### src/rtl/pipe_pkg.sv
// Shared definitions for the 5-stage core pipeline boundaries.
//   - CTRL field offsets inside the control payload
//   - per-boundary payload widths
//   - NOP control word and the occupancy state type used by pipe_stage_skid
package pipe_pkg;

  // Control payload field layout (bits 10..11 are spare).
  localparam int ALUOP_LSB   = 0;
  localparam int ALUOP_W     = 4;
  localparam int MEMRD_BIT   = 4;
  localparam int MEMWR_BIT   = 5;
  localparam int REGWR_BIT   = 6;
  localparam int MEM2REG_BIT = 7;
  localparam int REGDST_BIT  = 8;
  localparam int ALUSRC_BIT  = 9;

  localparam int DATA_W_DEF  = 128;
  localparam int CTRL_W_DEF  = 12;

  // Per-boundary payload widths.
  localparam int IFID_DATA_W  = 64;
  localparam int IFID_CTRL_W  = 12;
  localparam int IDEX_DATA_W  = 128;
  localparam int IDEX_CTRL_W  = 12;
  localparam int EXMEM_DATA_W = 101;
  localparam int EXMEM_CTRL_W = 12;
  localparam int MEMWB_DATA_W = 69;
  localparam int MEMWB_CTRL_W = 12;

  // All-zero control word is a pipeline bubble.
  localparam logic [CTRL_W_DEF-1:0] NOP_CTRL = '0;

  // Stage state is fully described by how many beats it holds.
  typedef enum logic [1:0] {
    OCC_EMPTY = 2'd0,
    OCC_FULL1 = 2'd1,
    OCC_FULL2 = 2'd2
  } occ_e;

endpackage

### src/rtl/pipe_stage_skid_slot.sv
// pipe_slot: one pipeline entry (valid + data + ctrl).
//   clk, rst_n      : clock, async active-low reset
//   load_i          : capture data_i/ctrl_i and mark valid
//   clr_i           : drop the entry: valid and ctrl go to 0, data is kept
//                     (wins over load_i)
//   valid_o/data_o/ctrl_o : registered entry contents
module pipe_slot #(
  parameter int DATA_W = 128,
  parameter int CTRL_W = 12
) (
  input  logic              clk,
  input  logic              rst_n,
  input  logic              load_i,
  input  logic              clr_i,
  input  logic [DATA_W-1:0] data_i,
  input  logic [CTRL_W-1:0] ctrl_i,
  output logic              valid_o,
  output logic [DATA_W-1:0] data_o,
  output logic [CTRL_W-1:0] ctrl_o
);

  logic              valid_q, valid_d;
  logic [DATA_W-1:0] data_q,  data_d;
  logic [CTRL_W-1:0] ctrl_q,  ctrl_d;

  always_comb begin
    valid_d = valid_q;
    data_d  = data_q;
    ctrl_d  = ctrl_q;
    if (clr_i) begin
      // Clearing ctrl here is what makes an empty slot read as a NOP.
      valid_d = 1'b0;
      ctrl_d  = '0;
    end else if (load_i) begin
      valid_d = 1'b1;
      data_d  = data_i;
      ctrl_d  = ctrl_i;
    end
  end

  always_ff @(posedge clk or negedge rst_n) begin
    if (!rst_n) begin
      valid_q <= 1'b0;
      data_q  <= '0;
      ctrl_q  <= '0;
    end else begin
      valid_q <= valid_d;
      data_q  <= data_d;
      ctrl_q  <= ctrl_d;
    end
  end

  assign valid_o = valid_q;
  assign data_o  = data_q;
  assign ctrl_o  = ctrl_q;

endmodule

### src/rtl/pipe_stage_skid.sv
// pipe_stage_skid: parametrised pipeline boundary register.
//   clk, rst_n           : clock, async active-low reset
//   in_valid/in_ready    : upstream handshake, beat accepted when both high
//   in_data/in_ctrl      : upstream payload (sampled only on accept)
//   flush                : synchronous squash of all held beats
//   out_valid/out_ready  : downstream handshake, hand-off when both high
//   out_data/out_ctrl    : presented payload; out_ctrl is 0 whenever out_valid=0
//   occupancy            : number of held beats (0..2)
// Handshake: a beat moves across an interface in any cycle where valid and
// ready are both high; a presented beat stays stable until it moves or is
// flushed. SKID=1 adds a second entry so in_ready is a register plus one gate
// with no path from out_ready; SKID=0 is a single entry with a combinational
// ready.
module pipe_stage_skid
  import pipe_pkg::*;
#(
  parameter int DATA_W = 128,
  parameter int CTRL_W = 12,
  parameter int SKID   = 1
) (
  input  logic              clk,
  input  logic              rst_n,
  input  logic              in_valid,
  output logic              in_ready,
  input  logic [DATA_W-1:0] in_data,
  input  logic [CTRL_W-1:0] in_ctrl,
  input  logic              flush,
  output logic              out_valid,
  input  logic              out_ready,
  output logic [DATA_W-1:0] out_data,
  output logic [CTRL_W-1:0] out_ctrl,
  output logic [1:0]        occupancy
);

  logic              main_valid;
  logic [CTRL_W-1:0] main_ctrl;
  logic              main_load, main_clr;
  logic [DATA_W-1:0] main_din;
  logic [CTRL_W-1:0] main_cin;
  logic              accept, handoff;
  occ_e              occ_state;

  assign accept  = in_valid & in_ready;
  assign handoff = main_valid & out_ready;

  generate
    if (SKID != 0) begin : g_skid
      logic              skid_valid;
      logic [DATA_W-1:0] skid_data;
      logic [CTRL_W-1:0] skid_ctrl;
      logic              skid_load, skid_clr;

      assign in_ready = !skid_valid & !flush;

      // A held skid beat is always next in line; in_ready is 0 then, so the
      // input cannot compete for the main entry.
      assign main_load = skid_valid ? out_ready : (accept & (!main_valid | out_ready));
      assign main_din  = skid_valid ? skid_data : in_data;
      assign main_cin  = skid_valid ? skid_ctrl : in_ctrl;
      assign main_clr  = flush | (handoff & !main_load);

      // Park the new beat only when main is busy and not draining.
      assign skid_load = accept & main_valid & !out_ready;
      assign skid_clr  = flush | (skid_valid & out_ready);

      pipe_slot #(.DATA_W(DATA_W), .CTRL_W(CTRL_W)) u_skid (
        .clk     (clk),
        .rst_n   (rst_n),
        .load_i  (skid_load),
        .clr_i   (skid_clr),
        .data_i  (in_data),
        .ctrl_i  (in_ctrl),
        .valid_o (skid_valid),
        .data_o  (skid_data),
        .ctrl_o  (skid_ctrl)
      );

      assign occ_state = occ_e'({1'b0, main_valid} + {1'b0, skid_valid});
    end else begin : g_noskid
      assign in_ready  = (!main_valid | out_ready) & !flush;
      assign main_load = accept;
      assign main_din  = in_data;
      assign main_cin  = in_ctrl;
      assign main_clr  = flush | (handoff & !accept);
      assign occ_state = occ_e'({1'b0, main_valid});
    end
  endgenerate

  pipe_slot #(.DATA_W(DATA_W), .CTRL_W(CTRL_W)) u_main (
    .clk     (clk),
    .rst_n   (rst_n),
    .load_i  (main_load),
    .clr_i   (main_clr),
    .data_i  (main_din),
    .ctrl_i  (main_cin),
    .valid_o (main_valid),
    .data_o  (out_data),
    .ctrl_o  (main_ctrl)
  );

  assign out_valid = main_valid;
  assign out_ctrl  = main_ctrl;
  assign occupancy = occ_state;

endmodule

### config.mk
export PLATFORM = sky130hd
export DESIGN_NAME = pipe_stage_skid
export DESIGN_NICKNAME = d
export VERILOG_FILES = /design/src/rtl/pipe_pkg.sv /design/src/rtl/pipe_stage_skid_slot.sv /design/src/rtl/pipe_stage_skid.sv
export SDC_FILE = /design/constraint.sdc
export NUM_CORES = 1
export LEC_CHECK = 0
export CORE_AREA = 2 2 165 167
export CTS_BUF_LIST = sky130_fd_sc_hd__clkbuf_2
export DETAILED_ROUTE_END_ITERATION = 16
export DIE_AREA = 0 0 167 169
export GPL_TIMING_DRIVEN = 0
export PLACE_DENSITY = 0.8
export RECOVER_POWER = 25
export SKIP_LAST_GASP = 1
export SYNTH_ARGS = -nofsm -noshare
export SYNTH_HDL_FRONTEND = slang
export SYNTH_SLANG_ARGS = --single-unit
### constraint.sdc
create_clock -name clk -period 1.5 [get_ports clk]
set_input_delay 0.45 -clock clk [delete_from_list [all_inputs] [get_ports clk]]
set_output_delay 0.45 -clock clk [all_outputs]
set_load 0.05 [all_outputs]
# --- Yosys cells after proc, flatten, opt, wreduce, memory -nomap -nowiden ---
# Cells that the tools add are included.
# W data, S select, Z words.
totals:
  ff_bits: 282
  in_bits: 145
  wordCells: 40
op_classes:
  add_sub_neg: 1
  n_mux: 11
  bitwise_logic: 13
  n_reduce_logical: 9
ops:
  columns: ["operator", "count"]
  rows:
  - ["$mux W128", 1]
  - ["$mux W12", 5]
  - ["$and A1 B1 Y1", 8]
  - ["$logic_not A1 Y1", 5]
  - ["$mux W1", 5]
  - ["$reduce_and A2 Y1", 2]
  - ["$reduce_bool A2 Y1", 2]
  - ["$or A1 B1 Y1", 3]
  - ["$add A1 B1 Y2", 1]
  - ["$not A1 Y1", 2]

# --- Logic depth before layout (Yosys ltp) ---
logic_depth:
  depth_word: 10
  mapped_depth: 6
  ltp_nobuf: 3

# --- Hierarchy ---
# Synthesis repeated with hierarchy kept, for this count alone.
hier_totals:
  hier_cells: 791
  hier_area_um2: 13556.8
by_module_without_submodules:
  columns: ["mod", "instances", "cells_each", "area_each_um2", "seq_area_each_um2"]
  rows:
  - ["pipe_slot", 2, 313, 5809.3, 3528.4]
  - ["pipe_stage_skid", 1, 165, 1938.1, 0.0]

# --- Worst setup path after synthesis ---
# No wires, ideal clock.
synth_path:
  path_kind: "reg-to-output"
  startpoint: "register g_skid.u_skid.valid_q, in the netlist g_skid.u_skid.valid_o"
  endpoint: "output in_ready"
  arrival_time_ns: 1.664
  required_time_ns: 1.050
  slack_ns: -0.614
  stages_incl_launch_ff: 6
  path_cell_list: "dfrtp_1 > buf_2 > buf_6 > buf_6 > buf_4 > nor2_1"
synth_between:
  elab_chain_len: 2
synth_lines:
  columns: ["element", "line", "rtl"]
  rows:
  - ["start, declared", "pipe_stage_skid_slot.sv:22", "logic valid_q, valid_d;"]
  - ["start signal, assigned", "pipe_stage_skid_slot.sv:47", "valid_q <= valid_d;"]
  - ["$logic_not A1 Y1", "pipe_stage_skid.sv:53", "assign in_ready = !skid_valid & !flush;"]
  - ["$and A1 B1 Y1", "pipe_stage_skid.sv:53", null]
  - ["end, declared", "pipe_stage_skid.sv:24", "output logic in_ready,"]
# Every way passes these cells.

# --- Final worst setup path ---
# Same ends and word-level chain as after synthesis.

==> results.md <==
* Status: complete, but fails checks
* Failing checks: setup timing
* Main combinational cell family by area after synthesis: multiplexers
* Pwr per Cell Area at 1268 nW/um^2
* Post-DP HPWL at 19570 um
* Unrepaired setup endpoints after global routing: true
* WL met1 at 13560 um
* Inserted Clock Buffers at 75
* Overall power at 23.71 mW
* Average cell area after synthesis at 15.91 um^2
* Buffers & Inverters on Critical Path at 5
* Area fraction in and, or, nand and nor cells after synthesis at 0.005427
* Post-Route WL at 32930 um
* Initial antenna violation count at 2
* Met2 wire length at 16230 um
* Proportion of synthesized chip area in sequential cells at 0.5775
* Amount of wire on met3 after detailed routing at 2401 um
* Number of cells in the finished layout apart from fillers at 1637
* Peak Freq at 0.4141 GHz
* Clock sink count at 282
* Worst setup margin at -914.8 ps
* Arrival time reported for the critical path endpoint at 1960 ps
* Worst setup timing slack at the placement stage at -1092 ps
* Fin nets at 1389
* CORE AREA at 26500 um^2
* Number of synthesized register bits at 282
* Family with the most delay on the worst path: buffers and inverters
* Share of the synthesized area in the top cell type at 0.5775
* Endpoint required time on the critical path at 1050 ps
* Most frequent cells after synthesis: sky130_fd_sc_hd__dfrtp_1 (282), sky130_fd_sc_hd__mux2_2 (262), sky130_fd_sc_hd__mux2_1 (122)
* Slew at the pin closest to its max-slew limit at 879.1 ps
* Fraction of final layout cells sized beyond drive strength 1 at 0.5765
* Xor-xnor portion of the synthesized cell area at 0
* Ranking of synthesized cells by area: sky130_fd_sc_hd__dfrtp_1 (58%), sky130_fd_sc_hd__mux2_2 (24%), sky130_fd_sc_hd__mux2_1 (11%), sky130_fd_sc_hd__buf_6 (2.0%), sky130_fd_sc_hd__mux2i_1 (0.98%)
* Worst clock skew on the final layout at 92.62 ps
* Number of synthesis warnings at 0
* Max-slew violation count at 0
* Antenna-violating nets left at 0
* Number of cells produced by synthesis at 768
* Final GP Congestion at 0.7417
* Die Footprint at 28220 um^2
* Critical Path Sink Type: primary output
* Adder-cell area share of the yosys netlist at 0.001024
* EDFF count, synth at 0
* Initial core utilization at 0.4611
* Global route total overflow at 0
* Hold/Removal Path Class: primary input to register
* Critical path startpoint category: register
* Post-synth ARST share at 1.000
* Hold_sp: flush
* Number of global-route vias before repair at 8945
* Routed via count divided by cell count at 5.115
* Critical path cell sequence: buf_8, buf_12, buf_12, buf_12, nor2_4, buf_8
* Crit Path Class: register to primary output
* Routed wire per std cell at 20.12 um
* Origin of the critical flop-to-flop path: g_skid.u_skid.valid_o$_DFFE_PN0P_
* Number of levels in the clock H-tree at 3
* X dimension of the die at 167 um
* Crit path from: g_skid.u_skid.valid_o$_DFFE_PN0P_
* Standard-cell rows at 60
* CP most frequent cell: sky130_fd_sc_hd__buf_12
* Placed Cells incl. Taps at 1398
* Static leakage power at 8.427 nW
* Mux cell area share after synthesis at 0.3637
* Vertical die dimension at 169 um
* Count of final hold-check violations at 0
* IO buf count at 287
* Vias after detailed routing at 8374
* Area leader, netlist: sky130_fd_sc_hd__dfrtp_1
* Synthesized area at 12220 um^2
* Post-synth cell types at 26
* Largest buffer count on any clock path at 3
* Standard cell with the maximum stage delay on the critical path: sky130_fd_sc_hd__dfrtp_2
* Leading cell type by number of instances after synthesis: sky130_fd_sc_hd__dfrtp_1
* Final-report setup violation count at 424
* DRC viols at 0
* Maximum capacitance violations at 0
* Min Clock Period, post-route at 2415 ps
* DR pass1 iterations at 4
* Area fraction in compound gates after synthesis at 0.02038
* Boundary Pins at 289
* First-pass GRT wire length at 47550 um
* Clock transition at the registers of the reported paths at 90 ps
* Synth-to-layout area growth at 53.10%
* Iteration-0 DRC Markers at 361
* Combined global-route utilization of all metal layers at 0.2130
* Most used flip-flop cell after synthesis: sky130_fd_sc_hd__dfrtp_1
* Max layer used: met5
* Synth Net Count at 914
* Pin count of the biggest net entering global routing at 114
* Highest fanout seen on the critical path at 2
* Worst hold margin at 206.6 ps
* Clock tree from TritonCTS: built
* Maximum vdd ir drop at 868.6 uV
* Worst-case headroom to the max-slew limit at 0.4140
* Tcrit/Tclk final at 1.610
* Buffer cell driving the clock tree root: sky130_fd_sc_hd__clkbuf_2
* Critical Path Max Stage Delay at 440 ps
* Worst-Skew Late Latency at 870 ps
-- registers in the layout (all words and copies together), names as in the netlist --
name and flops:
u_main.ctrl_o 12, g_skid.u_skid.ctrl_o 12, u_main.valid_o 1, g_skid.u_skid.valid_o 1, g_skid.u_skid.data_o 128, u_main.data_o 128
-- metrics by stage --
stage / util / TNS, ps / instance area [um^2]
2_1_floorplan: - / -40370 / 12460
3_3_place_gp: 0.5947 / -3736030 / 15760
3_5_place_dp: 0.5969 / -244550 / 15820
4_1_cts: 0.6670 / -210590 / 17680
5_1_grt: 0.7059 / -245730 / 18710
6_report: 0.7059 / -200300 / 18710
-- power by group --
group	internal (mW)	switching, mW	leakage [nW]
Combinational	3.98	4.15	4.50
Sequential	9.23	0.989	3.43
Clock	2.20	3.17	0.496
-- final timing paths --
check	endpoint	slack [ps]	depth (start not counted)
max reg2reg	g_skid.u_skid.data_o[52]$_DFFE_PN0P_	-710	9
min in group asynchronous	u_main.data_o[89]$_DFFE_PN0P_	310	2
min reg2reg	g_skid.u_skid.data_o[119]$_DFFE_PN0P_	490	1
min	u_main.ctrl_o[11]$_DFFE_PN0P_	210	3
max	in_ready	-910	6
max in group asynchronous	u_main.data_o[33]$_DFFE_PN0P_	50	3
-- kinds of logic after synthesis --
family,after synthesis
simple gates,10
flops,282
mux,396
fa+ha+maj,1
compound gates,29
buf+inv,50
-- routing by layer --
layer  up-vias  GRT usage
li1       3785          -
met1      4248     0.2583
met2       272     0.3571
met3        67    0.07271
met4         2    0.07234
met5         -          0
-- worst min-delay path, stage by stage --
cell                        delay (ps)
sky130_fd_sc_hd__clkbuf_2          230
sky130_fd_sc_hd__or3_1             220
sky130_fd_sc_hd__o2bb2ai_1          80
-- area by class of cell --
| class | count | area [um^2] |
|---|---|---|
| multi-input cells | 436 | 5127 |
| inverters | 1 | 3.754 |
| clock inverters | 24 | 146.4 |
| well taps | 341 | 426.7 |
| fillers | 1815 | 7792 |
| diodes | 2 | 5.005 |
| flip-flops and latches | 282 | 7059 |
| plain buffers | 48 | 700.7 |
| repair buffers | 399 | 4718 |
| clock buffers | 104 | 520.5 |
-- layout by cell type, fill, tap and decap left out, types with 2 or more instances in the layout --
cell / instances
sky130_fd_sc_hd__dfrtp_1: 280
sky130_fd_sc_hd__mux2_2: 245
sky130_fd_sc_hd__buf_6: 148
sky130_fd_sc_hd__clkdlybuf4s50_1: 142
sky130_fd_sc_hd__clkbuf_2: 109
sky130_fd_sc_hd__mux2_4: 84
sky130_fd_sc_hd__buf_4: 57
sky130_fd_sc_hd__mux2_1: 55
sky130_fd_sc_hd__buf_12: 42
sky130_fd_sc_hd__clkinv_1: 20
sky130_fd_sc_hd__clkbuf_16: 20
sky130_fd_sc_hd__a22o_1: 12
sky130_fd_sc_hd__mux2i_1: 12
sky130_fd_sc_hd__o2bb2ai_1: 12
sky130_fd_sc_hd__buf_8: 9
sky130_fd_sc_hd__buf_16: 8
sky130_fd_sc_hd__buf_2: 7
sky130_fd_sc_hd__bufbuf_16: 3
sky130_fd_sc_hd__diode_2: 2
sky130_fd_sc_hd__nor3_4: 2
sky130_fd_sc_hd__nor3_1: 2
sky130_fd_sc_hd__bufinv_16: 2
sky130_fd_sc_hd__dfrtp_2: 2
sky130_fd_sc_hd__dlygate4sd3_1: 2
-- what timing repair did --
item / 4_1_cts / 5_1_grt
hold buffers: 2 / 0
cloned: 12 / 20
pin swaps: 3 / 3
endpoints found under the setup margin: 425 / 424
resized for setup: 1052 / 105
buffers inserted: 53 / 25
hold endpoints to repair: 88 / 0
Note: power is estimated with default switching activity, not from simulation.
